**config.mk**
```make
export PLATFORM = sky130hd
export DESIGN_NAME = axis_skid_slice
export DESIGN_NICKNAME = d
export VERILOG_FILES = /design/src/rtl/axis_skid_slice.sv
export SDC_FILE = /design/constraint.sdc
export NUM_CORES = 1
export LEC_CHECK = 0
export CORE_MARGIN = 2
export CORE_UTILIZATION = 45
export CTS_CLUSTER_DIAMETER = 50
export DETAILED_ROUTE_END_ITERATION = 7
export DONT_BUFFER_PORTS = 1
export GPL_ROUTABILITY_DRIVEN = 0
export PLACE_DENSITY = 0.61
export SLEW_MARGIN = 5
export SYNTH_ARGS = -nofsm -noshare
export SYNTH_HDL_FRONTEND = slang
export SYNTH_SLANG_ARGS = --single-unit
```
**constraint.sdc**
```tcl
create_clock -name clk -period 1.7 [get_ports clk]
set_input_delay 0.255 -clock clk [delete_from_list [all_inputs] [get_ports clk]]
set_output_delay 0.255 -clock clk [all_outputs]
set_load 0.005 [all_outputs]
```
**src/rtl/axis_skid_slice.sv**
```systemverilog
// AXI-Stream register slice with a two-entry skid buffer: every output, including
// s_tready, comes straight from a flop while sustaining one beat per cycle.
module axis_skid_slice #(
  parameter int DW    = 8,
  parameter int UW    = 1,
  parameter int CNT_W = 16
) (
  input  logic             clk,
  input  logic             rst,
  input  logic [DW-1:0]    s_tdata,
  input  logic [UW-1:0]    s_tuser,
  input  logic             s_tvalid,
  input  logic             s_tlast,
  output logic             s_tready,
  output logic [DW-1:0]    m_tdata,
  output logic [UW-1:0]    m_tuser,
  output logic             m_tvalid,
  output logic             m_tlast,
  input  logic             m_tready,
  output logic [1:0]       occupancy,
  output logic [CNT_W-1:0] pkt_cnt
);

  typedef enum logic [1:0] {
    EMPTY = 2'd0,
    ONE   = 2'd1,
    FULL  = 2'd2
  } state_t;

  state_t           state_r, state_s;
  logic [DW-1:0]    main_data_r, skid_data_r;
  logic [UW-1:0]    main_user_r, skid_user_r;
  logic             main_last_r, skid_last_r;
  logic             main_valid_r;
  logic             s_tready_r;
  logic [1:0]       occupancy_r, occupancy_s;
  logic [CNT_W-1:0] pkt_cnt_r;
  logic             acc_s, pop_s;
  logic             ld_in_s, ld_skid_s, mv_skid_s;

  assign acc_s = s_tvalid & s_tready_r;
  assign pop_s = main_valid_r & m_tready;

  // Next state and datapath load selects.
  always_comb begin
    state_s   = state_r;
    ld_in_s   = 1'b0;
    ld_skid_s = 1'b0;
    mv_skid_s = 1'b0;
    case (state_r)
      EMPTY: begin
        if (acc_s) begin
          ld_in_s = 1'b1;
          state_s = ONE;
        end else begin
          state_s = EMPTY;
        end
      end
      ONE: begin
        if (acc_s && !pop_s) begin
          ld_skid_s = 1'b1;
          state_s   = FULL;
        end else if (acc_s && pop_s) begin
          ld_in_s = 1'b1;
          state_s = ONE;
        end else if (pop_s) begin
          state_s = EMPTY;
        end else begin
          state_s = ONE;
        end
      end
      FULL: begin
        // s_tready is low here, so only a pop can move us.
        if (pop_s) begin
          mv_skid_s = 1'b1;
          state_s   = ONE;
        end else begin
          state_s = FULL;
        end
      end
      default: begin
        state_s = EMPTY;
      end
    endcase
  end

  // Occupancy that the next state implies.
  always_comb begin
    occupancy_s = 2'd0;
    case (state_s)
      EMPTY:   occupancy_s = 2'd0;
      ONE:     occupancy_s = 2'd1;
      FULL:    occupancy_s = 2'd2;
      default: occupancy_s = 2'd0;
    endcase
  end

  // State, status flags and packet counter.
  always_ff @(posedge clk or posedge rst) begin
    if (rst) begin
      state_r      <= EMPTY;
      main_valid_r <= 1'b0;
      s_tready_r   <= 1'b0;
      occupancy_r  <= 2'd0;
      pkt_cnt_r    <= '0;
    end else begin
      state_r      <= state_s;
      main_valid_r <= (state_s != EMPTY);
      s_tready_r   <= (state_s != FULL);
      occupancy_r  <= occupancy_s;
      if (pop_s && main_last_r) begin
        pkt_cnt_r <= pkt_cnt_r + CNT_W'(1);
      end
    end
  end

  // Main and skid payload registers.
  always_ff @(posedge clk or posedge rst) begin
    if (rst) begin
      main_data_r <= '0;
      main_user_r <= '0;
      main_last_r <= 1'b0;
      skid_data_r <= '0;
      skid_user_r <= '0;
      skid_last_r <= 1'b0;
    end else begin
      if (ld_in_s) begin
        main_data_r <= s_tdata;
        main_user_r <= s_tuser;
        main_last_r <= s_tlast;
      end else if (mv_skid_s) begin
        main_data_r <= skid_data_r;
        main_user_r <= skid_user_r;
        main_last_r <= skid_last_r;
      end
      if (ld_skid_s) begin
        skid_data_r <= s_tdata;
        skid_user_r <= s_tuser;
        skid_last_r <= s_tlast;
      end
    end
  end

  assign s_tready  = s_tready_r;
  assign m_tdata   = main_data_r;
  assign m_tuser   = main_user_r;
  assign m_tlast   = main_last_r;
  assign m_tvalid  = main_valid_r;
  assign occupancy = occupancy_r;
  assign pkt_cnt   = pkt_cnt_r;

endmodule

```
==> results of run 1 <==
state kept, by name, summed over array words and instances, names as in the netlist:
| register | count |
|---|---|
| pkt_cnt | 16 |
| m_tvalid | 1 |
| m_tdata | 8 |
| s_tready | 1 |
| skid_data_r | 8 |
| m_tlast | 1 |
| skid_last_r | 1 |
| m_tuser | 1 |
| skid_user_r | 1 |
| occupancy | 2 |
| state_r | 2 |
where the power goes:
group	switching, mW	leakage (nW)	internal [mW]
Sequential	0.289	0.532	1.35
Combinational	0.425	0.352	0.454
Clock	0.303	0.0383	0.283
Total	1.02	0.922	2.09
final cells by class:
class	instances	area (µm²)
clock buffer	7	76.3
fill	367	1960
inverter	4	15.0
multi-input combinational	99	753
sequential	42	1050
tap	50	62.6
timing repair buffer	7	55.1
worst max-delay path, stage by stage, from the launching register on:
cell and delay, ns:
dfrtp_1 0.43, nand2_1 0.15, inv_2 0.05, ha_1 0.31, nor2b_2 0.16, o21ai_0 0.14, a21oi_1 0.16, or2_1 0.11
through the flow:
stage	utilization, %	power [mW]	setup slack (ns)	cell area [µm²]
after floorplan	-	2.29	0.207	1830
after global placement	48.3	2.48	0.141	1920
after detailed placement	48.3	2.52	0.109	1920
after CTS	50.4	3.13	0.0849	2000
after global routing	50.7	3.34	0.0398	2010
final	50.7	3.10	0.143	2010
kinds of logic after synthesis:
family          after synthesis
flops                        42
xor+xnor                     15
fa+ha+maj                     2
buf+inv                       7
mux                          11
simple gates                 51
compound gates               20
timing repair:
item	CTS	global route
setup endpoints to repair	0	11
hold endpoints to repair	42	0
resized for setup	0	3
hold buffers	1	0
layout by cell type, fill, tap and decap left out, types with 4 or more instances in the layout:
cell,Yosys,routed
a221o_1,10,10
mux2_1,10,10
buf_4,1,6
nand2_1,9,9
nor2_1,6,6
dfrtp_1,42,42
a21oi_1,4,4
nand4_1,4,4
and2_1,10,10
nand3_1,5,5
clkbuf_8,0,5
xnor2_1,11,11
and3_1,6,6
xor2_1,4,4
layer usage:
metal / global-route usage (%) / vias to the layer above / wire length, µm
met1: 20.2 / 585 / 1500
li1: - / 544 / -
met5: 0 / - / 0
met2: 26.0 / 23 / 1690
met3: 7.67 / 2 / 217
met4: 6.75 / 0 / 24
worst paths after layout:
check,slack [ns],start,endpoint
max in group asynchronous,0.94,rst,skid_data_r[3]$_DFFE_PP0P_
worst max-delay path,0.14,m_tvalid$_DFF_PP0_,occupancy[0]$_DFF_PP0_
worst max register to register,0.14,m_tvalid$_DFF_PP0_,occupancy[0]$_DFF_PP0_
min in group asynchronous,0.43,rst,pkt_cnt[11]$_DFFE_PP0P_
worst min register to register,0.48,skid_data_r[6]$_DFFE_PP0P_,skid_data_r[6]$_DFFE_PP0P_
worst min-delay path,0.11,s_tdata[0],skid_data_r[0]$_DFFE_PP0P_
==> flow_summary.yaml, run 1 <==
status:
  outcome: "finished clean"
timing:
  fin_skew_ns: 0.00400
  report.final.slew_viol_count: 0
  relSlewSlack_pct: 72.3
  min_period_over_period_pct: 91.6
  max_freq_mhz: 642
  grt_setup_unrepaired: "false"
  finalHoldViolCount: 0
  tightest_slew_ns: 0.414
  setup_viol: 0
  worst_hold_slack_ns: 0.105
  tns_ns: 0
  period_minus_slack_ns: 1.56
yosys:
  synth_edf_count: 0
  synth_fa_ha_area_share_pct: 1.37
  yosysWarnings: 0
  yosys.area_share.simple_pct: 16.5
  synth.largest_area_cell: "dfrtp_1"
  syn_area_per_cell_um2: 12.4
  synth.most_common_cell: "dfrtp_1"
  synth_area_mm2: 0.00183
  syn_nets: 164
  synthTopCellsByArea: "dfrtp_1 (57%), mux2_1 (6.1%), a221o_1 (5.5%)"
  yosys-top-cells-count: "dfrtp_1 (42), xnor2_1 (11), a221o_1 (10), and2_1 (10), mux2_1 (10)"
  synth-xor-area-share_pct: 7.17
  synth.area.mux_share_pct: 6.76
  synth.distinct_cells: 32
  synth_top_family_by_area: "simple AND/OR/NAND/NOR gates"
  async_reset_ff_share_pct: 100
  synth_top_area_share_pct: 57.4
  ys_seq_elements: 42
  syn_inst: 148
  yosysSeqAreaShare_pct: 57.4
  dominantRegCellSynth: "dfrtp_1"
  synth_compound_area_share_pct: 8.81
routing:
  wire_per_inst_um: 16.4
  vias_per_cell: 5.52
  routed_wl_mm: 3.44
  firstDrtPassIters: 4
  postRouteAntennaNets: 0
  drt-initial-drc-count: 36
  drc_errors: 0
  via_count: 1154
die:
  die_area_mm2: 0.00460
  core-area_mm2: 0.00397
  pin_count: 44
  die_h_um: 67.8
  start_util_pct: 46.1
  fp-row-count: 23
  fp.dieW_um: 67.8
power:
  peakVddDrop_uv: 696
  power_leakage_nw: 0.922
  power_density_mw_per_mm2: 1540
setup_path:
  cp-end-kind: "flip-flop"
  required_ns: 1.92
  worst-setup-path-type: "flip-flop to flip-flop"
  worstPathArrival_ns: 1.78
  crit_fanout: 4
  reg2reg_depth: 7
  startpoint_type: "flip-flop"
global_routing:
  grt_usage_pct: 16.7
  grt_pass1_wl_mm: 5.53
  grt_overflow: 0
  grt_start_max_net_pins: 28
  antenna_found_initial: 0
  grt_pass1_vias: 1182
clock_tree:
  clk_latency_ns: 0.28
  cts-root-buf: "clkbuf_8"
  max-clock-path-buffers: 2
  clkSinkCount: 42
  cts_max_level: 2
  cts_setup_buffers: 0
  path_clk_slew_ns: 0.07
  cts_buffers: 5
  cts_tree: "yes"
worst_hold_path:
  hold_class: "input port to flip-flop"
  hold_depth: 1
place:
  dpl.hpwl_mm: 2.43
  numPortBuffers: 0
  dp.cells: 201
finish:
  final_cells: 209
  nets: 175
  antennaDiodeCount: 0
  layout-drive-gt1-share_pct: 11.9
  syn_to_final_growth_pct: 9.90
run:
  cap_violations: 0
Note: power is estimated with default switching activity, not from simulation.
==> inputs of run 2 (changes only) <==
Settings changed: ABC_AREA set to 1.
==> flow_summary.yaml, run 2 <==
worst_hold_path:
  hold_depth: 2
  hold_class: "input port to flip-flop"
setup_path:
  worstPathArrival_ns: 1.60
  cp-end-kind: "flip-flop"
  worst-setup-path-type: "flip-flop to flip-flop"
  startpoint_type: "flip-flop"
  slowest_stage: "dfrtp_1"
  crit_chain: "nand2_2 > inv_2 > ha_1 > nand2_1 > nand2_1 > buf_4 > a22oi_2 > nand2_1"
  required_ns: 1.88
  crit_family: "flip-flops"
  cp_common_cell: "nand2_1"
  reg2reg_depth: 8
  crit_buf_inv: 2
  crit_cells: 8
  cpPeakStageDelay_ns: 0.39
  crit_fanout: 10
routing:
  wire_per_inst_um: 13.2
  firstDrtPassIters: 4
  postRouteAntennaNets: 0
  met2_length_mm: 1.64
  vias_per_cell: 4.82
  drc_errors: 0
  routed_wl_mm: 3.69
  maxUsedRoutingLayer: "met4"
  met1_length_mm: 1.71
  via_count: 1349
  route.met3.wl_um: 287
  drt-initial-drc-count: 80
finish:
  antennaDiodeCount: 0
  layout_commonest_cell: "nand2_1"
  mostFrequentLayoutCells: "nand2_1 (56), dfrtp_1 (42), nor2_1 (29)"
  largest_register_ffs: 16
  syn_to_final_growth_pct: 8.50
  nets: 243
  layout-drive-gt1-share_pct: 18.0
timing:
  setup_viol: 0
  min_period_over_period_pct: 83.9
  layout_setup_ws_ns: 0.274
  grt_setup_unrepaired: "false"
  max_freq_mhz: 701
  period_minus_slack_ns: 1.43
  tns_ns: 0
  relSlewSlack_pct: 64.3
  report.final.slew_viol_count: 0
  fin_skew_ns: 0.00570
  finalHoldViolCount: 0
  tightest_slew_ns: 0.535
power:
  power_leakage_nw: 1.06
  p_comb_share_pct: 27.8
  switching_share_pct: 37.1
  power_switching_mw: 1.18
  power_density_mw_per_mm2: 1480
  p_int_mw: 2.01
  peakVddDrop_uv: 759
  seqPwrFrac_pct: 51.6
  clkPwrFrac_pct: 20.6
place:
  dpl.hpwl_mm: 2.62
  numPortBuffers: 0
  pre_cts_ws_ns: 0.281
global_routing:
  grt_start_max_net_pins: 43
  grt_usage_pct: 16.4
  antenna_found_initial: 0
  grt_pass1_wl_mm: 6.29
  grt_overflow: 0
  grt_pass1_vias: 1370
die:
  die_h_um: 70.5
  fp-row-count: 24
  fp.dieW_um: 70.5
  pin_count: 44
  start_util_pct: 46.3
  core-area_mm2: 0.00429
  die_area_mm2: 0.00496
clock_tree:
  path_clk_slew_ns: 0.08
  clkSinkCount: 42
  cts_tree: "yes"
  cts_setup_buffers: 0
  cts_resized: 0
  cts_buffers: 5
  max-clock-path-buffers: 2
  cts_max_level: 2
  clk_latency_ns: 0.29
  cts-root-buf: "clkbuf_8"
  hold_buffers: 1
yosys:
  synth.largest_area_cell: "dfrtp_1"
  synth.distinct_cells: 23
  dominantRegCellSynth: "dfrtp_1"
  synth_top_area_share_pct: 52.9
  yosysSeqAreaShare_pct: 52.9
  ys_seq_elements: 42
  syn_inst: 218
  synth.most_common_cell: "nand2_1"
  synth_edf_count: 0
  async_reset_ff_share_pct: 100
  syn_area_per_cell_um2: 9.11
  yosys-top-cells-count: "nand2_1 (56), dfrtp_1 (42), nor2_1 (29)"
  synth_area_mm2: 0.00199
  synthTopCellsByArea: "dfrtp_1 (53%), nand2_1 (11%), a22oi_2 (6.3%)"
  yosysWarnings: 0
  syn_nets: 234
run:
  cap_violations: 0
status:
  outcome: "finished clean"
-- run 2: cell count changes after synthesis, sizes merged, moves of 10 or more --
cell | previous run | this run
nor2 | 7 | 36
a221o | 10 | 0
inv | 3 | 28
nand2 | 9 | 60
and2 | 10 | 0
a22oi | 0 | 10
mux2 | 11 | 0
-- run 2: layout make-up --
cell class / instances / area [µm²]
fillers: 426 / 2140
clock buffers: 7 / 86.3
well taps: 52 / 65.1
repair buffers: 6 / 47.5
clock inverters: 1 / 5.00
flip-flops and latches: 42 / 1050
multi-input cells: 143 / 792
inverters: 29 / 109
-- run 2: final timing paths --
check / startpoint / slack (ns) / end
setup / recovery: m_tvalid$_DFF_PP0_ / 0.27 / m_tdata[4]$_DFFE_PP0P_
hold / removal: s_tdata[2] / 0.07 / m_tdata[2]$_DFFE_PP0P_
setup reg to reg: m_tvalid$_DFF_PP0_ / 0.27 / m_tdata[4]$_DFFE_PP0P_
hold reg to reg: m_tdata[5]$_DFFE_PP0P_ / 0.51 / m_tdata[5]$_DFFE_PP0P_
max in group asynchronous: rst / 0.80 / pkt_cnt[1]$_DFFE_PP0P_
min in group asynchronous: rst / 0.54 / pkt_cnt[13]$_DFFE_PP0P_
-- run 2: cell families after synthesis --
kind of cell | Yosys count | share of synthesized area, %
simple gates | 109 | 24.7
buf+inv | 33 | 7.24
compound gates | 22 | 9.51
xor+xnor | 10 | 4.41
fa+ha+maj | 2 | 1.26
flops | 42 | 52.9
-- run 2: per-stage QoR --
stage               total power, mW  cell area [µm²]  hold slack [ns]  util (%)  instances
floorplan                      2.34             1990            0.369         -        218
global placement               2.55             2050            0.313      47.8        271
detailed placement             2.57             2050            0.307      47.8        271
CTS                            3.24             2160           0.0702      50.2        280
global route                   3.47             2160           0.0686      50.2        280
finish                         3.20             2160           0.0747      50.2        280
-- run 2: power groups by stage --
stage                     Sequential [mW]  Combinational [mW]  Clock (mW)
after CTS                            1.66               0.903       0.684
after global placement               1.67               0.878           0
final                                1.65               0.887       0.659
after floorplan                      1.60               0.740           0
after global routing                 1.70                1.05       0.723
after detailed placement             1.67               0.903           0
-- run 2: metal layers --
| metal | vias to the layer above | GRT usage (%) |
|---|---|---|
| met2 | 35 | 25.3 |
| li1 | 693 | - |
| met3 | 6 | 7.36 |
| met1 | 615 | 20.5 |
| met4 | 0 | 5.77 |
| met5 | - | 0 |
